$ cat src/rtl/uart_tx_fifo.sv
// Transmit-side elastic buffer feeding the UART TX frame controller.
// The head entry is presented combinationally; tx_ld pops it when the TX latches it.
module uart_tx_fifo #(
  parameter  int DATA_WIDTH = 8,
  parameter  int DEPTH      = 8,
  localparam int AW         = $clog2(DEPTH)
) (
  input  logic                  clk,
  input  logic                  rst,
  input  logic                  wr_en,
  input  logic [DATA_WIDTH-1:0] wr_data,
  input  logic                  flush,
  input  logic                  tx_ld,
  output logic [DATA_WIDTH-1:0] P_DATA,
  output logic                  Data_Valid,
  output logic                  full,
  output logic                  empty,
  output logic [AW:0]           count,
  output logic                  overflow
);

  localparam logic [AW:0]   CNT_ONE  = (AW+1)'(1);
  localparam logic [AW:0]   CNT_FULL = (AW+1)'(DEPTH);
  localparam logic [AW-1:0] PTR_ONE  = AW'(1);

  logic [DATA_WIDTH-1:0] mem_q [DEPTH];
  logic [DATA_WIDTH-1:0] mem_d [DEPTH];
  logic [AW-1:0]         wp_q, wp_d;
  logic [AW-1:0]         rp_q, rp_d;
  logic [AW:0]           count_q, count_d;
  logic                  overflow_q, overflow_d;
  logic                  push_s, pop_s;

  assign empty      = (count_q == '0);
  assign full       = (count_q == CNT_FULL);
  assign Data_Valid = ~empty;
  assign P_DATA     = mem_q[rp_q];
  assign count      = count_q;
  assign overflow   = overflow_q;

  always_comb begin
    pop_s      = tx_ld & ~empty;
    // A pop in the same cycle frees a slot, so a push at full is still accepted.
    push_s     = wr_en & (~full | pop_s);
    mem_d      = mem_q;
    wp_d       = wp_q;
    rp_d       = rp_q;
    count_d    = count_q;
    overflow_d = overflow_q;
    if (flush) begin
      wp_d       = '0;
      rp_d       = '0;
      count_d    = '0;
      overflow_d = 1'b0;
    end else begin
      if (push_s) begin
        mem_d[wp_q] = wr_data;
        wp_d        = wp_q + PTR_ONE;
      end
      if (pop_s) begin
        rp_d = rp_q + PTR_ONE;
      end
      if (push_s && !pop_s) begin
        count_d = count_q + CNT_ONE;
      end else if (pop_s && !push_s) begin
        count_d = count_q - CNT_ONE;
      end else begin
        count_d = count_q;
      end
      if (wr_en && !push_s) begin
        overflow_d = 1'b1;
      end
    end
  end

  always_ff @(posedge clk or posedge rst) begin
    if (rst) begin
      for (int i = 0; i < DEPTH; i++) begin
        mem_q[i] <= '0;
      end
      wp_q       <= '0;
      rp_q       <= '0;
      count_q    <= '0;
      overflow_q <= 1'b0;
    end else begin
      mem_q      <= mem_d;
      wp_q       <= wp_d;
      rp_q       <= rp_d;
      count_q    <= count_d;
      overflow_q <= overflow_d;
    end
  end

endmodule
$ cat config.mk
export PLATFORM = sky130hd
export DESIGN_NAME = uart_tx_fifo
export DESIGN_NICKNAME = d
export VERILOG_FILES = /design/src/rtl/uart_tx_fifo.sv
export SDC_FILE = /design/constraint.sdc
export NUM_CORES = 1
export LEC_CHECK = 0
export CAP_MARGIN = 20
export CORE_MARGIN = 2
export CORE_UTILIZATION = 60
export DETAILED_ROUTE_END_ITERATION = 10
export GPL_TIMING_DRIVEN = 0
export PLACE_DENSITY = 0.86
export RECOVER_POWER = 100
export SLEW_MARGIN = 5
export SYNTH_ARGS = -nofsm -noshare
export SYNTH_HDL_FRONTEND = slang
export SYNTH_SLANG_ARGS = --single-unit
export TNS_END_PERCENT = 20
$ cat constraint.sdc
create_clock -name clk -period 7.6 [get_ports clk]
set_clock_uncertainty 0.05 [all_clocks]
set_input_delay 1.52 -clock clk [delete_from_list [all_inputs] [get_ports clk]]
set_output_delay 1.52 -clock clk [all_outputs]
set_load 0.02 [all_outputs]
==> flow_summary.yaml <==
timing:
  rsz0062_at_grt: "false"
  tns_ps: 0
  period_minus_slack_ps: 5100
  slew_violations: 62
  maxSlewHeadroom: -1.14
  hold_viol_final: 0
  min_period_over_period: 0.672
  report.final.setup_viol: 0
  tightest_slew_ps: 3200
  fmax_ghz: 0.196
grt:
  antenna_found_initial: 0
  grt_use_total: 0.237
  overflow: 0
  grt_pass1_wl_um: 11500
  grt_start_max_net_pins: 62
  grt_pass1_vias: 2234
placed_design:
  gp_congestion: 0.779
  io_buffers: 27
  dpl.hpwl_um: 4640
  numPlacedInstances: 348
outcome:
  failed_checks: "max-capacitance violations, max-slew violations"
  status: "finished with violations"
cells_and_area:
  area_growth_pct: 12.2
  post_route_cells_drive_above_1_share: 0.363
  final_util: 0.698
  final_cell_mix: "dfrtp_1 (75), mux2_2 (68), dlygate4sd3_1 (18), mux4_2 (16), nor2_1 (12)"
  final_cells: 364
  insertedDiodeCount: 0
  nNetsFinal: 302
  layout_commonest_cell: "dfrtp_1"
critical_path:
  r2r_slack_ps: 5030
  reg2reg_depth: 6
  end_kind: "async pin"
  cp_num_buf_inv: 3
  cp_cell_sequence: "dlygate4sd3_1 > clkinvlp_2 > clkbuf_1"
  crit_family: "buffers and inverters"
  path_max_fanout: 61
  crit_cells: 3
  endpoint: "mem_q[16]"
  r2r_end: "mem_q[14]"
  setup.worst_path.class: "input port to async pin"
  startpoint_type: "input port"
  slowest_delay_ps: 2300
  timing.rr.start: "count[3]"
  worstPathArrival_ps: 4800
  critPathLaunch: "rst"
  cp_slowest_cell: "clkbuf_1"
  worst-endpoint-required_ps: 7300
logic_synthesis:
  synth-seq-area-share: 0.507
  synth_edf_count: 0
  postSynthAreaPerCell_sq_um: 15.1
  synth-seq-cells: 75
  ys.flop_type: "dfrtp_1"
  synth_area_sq_mm: 0.00370
  synthDistinctLibCells: 40
  async_reset_ff_frac: 1.00
  ys_warn_count: 0
  netlist_instances: 245
  synth_nets: 263
drt:
  finalWirelength_um: 7150
  first_pass_iters: 4
  via_count: 2161
  via_per_inst: 5.94
  wl_per_cell_um: 19.6
  ant_nets: 0
  drt_iter0_markers: 119
  drc_errors: 0
worst_hold_path:
  hold_depth: 1
  hold_class: "flop to flop"
clock_network:
  clockBufferDepth: 2
  cts_resized: 0
  clk_pin_slew_ps: 70
  numCtsBuffers: 9
  cts_setup_buffers: 0
  clk_latency_ps: 350
  cts_tree: "done"
  h-tree-depth: 3
  cts-root-buf: "clkbuf_8"
  clock_sinks: 75
  holdBufCountCts: 0
power_and_ir_drop:
  ir_drop_uv: 306
  pwr_density_cell_mw_per_mm2: 344
  leakage_nw: 1.92
floorplanning:
  initial_core_util: 0.622
  die_x_um: 82.6
  ios: 29
  die_area_sq_mm: 0.00682
  rows: 28
  dieHeight_um: 82.6
  core_area_sq_mm: 0.00596
flow_run:
  cap_violations: 1
power by group:
group	leakage (nW)	internal [mW]	switching, mW	total [mW]
Sequential	0.992	0.497	0.0560	0.553
Clock	0.106	0.169	0.145	0.314
Combinational	0.824	0.298	0.264	0.561
worst reg2reg max path: cells and delay by family, from the launching register on:
family	cells	cell delay, ps
flops	1	380
mux	1	500
simple gates	2	800
compound gates	1	120
buf+inv	2	610
worst min-delay path by stage:
stage / from / to / slack (ps)
2_1_floorplan: mem_q[2] / mem_q[2] / 410
3_3_place_gp: mem_q[2] / mem_q[2] / 420
3_5_place_dp: mem_q[2] / mem_q[2] / 430
4_1_cts: mem_q[2] / mem_q[2] / 450
5_1_grt: mem_q[16] / mem_q[16] / 460
6_report: mem_q[2] / mem_q[2] / 440
logic make-up (layout without fill, tap and decap cells):
logic type,after synthesis,after routing,share of synthesized area
mux,91,91,0.324
flops,75,75,0.507
simple gates,36,36,0.0844
buf+inv,18,62,0.0233
compound gates,13,13,0.0260
xor+xnor,7,7,0.0165
fa+ha+maj,5,5,0.0189
cell usage after synthesis (3+ instances only):
| cell type | count | area [sq um] |
|---|---|---|
| dfrtp_1 | 75 | 1880 |
| mux2_2 | 69 | 777 |
| mux4_2 | 16 | 360 |
| nor2_1 | 12 | 45.0 |
| inv_1 | 6 | 22.5 |
| clkbuf_1 | 4 | 15.0 |
| ha_1 | 4 | 50.1 |
| xnor2_1 | 4 | 35.0 |
| buf_1 | 3 | 11.3 |
| buf_2 | 3 | 15.0 |
| mux2_1 | 3 | 33.8 |
| mux2i_1 | 3 | 30.0 |
| nand3_1 | 3 | 15.0 |
| xor2_1 | 3 | 26.3 |
final cells by class:
cell class / instances / area, sq um
flip-flops and latches: 75 / 1880
fillers: 419 / 1800
multi-input cells: 152 / 1630
repair buffers: 28 / 274
clock buffers: 12 / 155
well taps: 75 / 93.8
plain buffers: 12 / 56.3
clock inverters: 4 / 48.8
inverters: 6 / 23.8
stage by stage:
| stage | total power [mW] | cell area, sq um | setup WS, ps | hold WS [ps] |
|---|---|---|---|---|
| 2_1_floorplan | 0.964 | 3700 | 4120 | 409 |
| 3_3_place_gp | 1.13 | 4070 | 2960 | 418 |
| 3_5_place_dp | 1.16 | 4100 | 3430 | 429 |
| 4_1_cts | 1.48 | 4300 | 3050 | 446 |
| 5_1_grt | 1.51 | 4160 | 1670 | 462 |
| 6_report | 1.43 | 4160 | 2500 | 442 |
flip-flops by register name, summed over array words and instances, names as in the netlist:
register,count
count,4
mem_q,64
overflow,1
rp_q,3
wp_q,3
routing by layer:
layer	vias up	track usage	routed length (um)
li1	984	-	-
met1	1129	0.307	3170
met2	37	0.402	3650
met3	11	0.0424	210
met4	0	0.0885	116
met5	-	0	0
No activity file was read; power rests on OpenSTA's default activity.
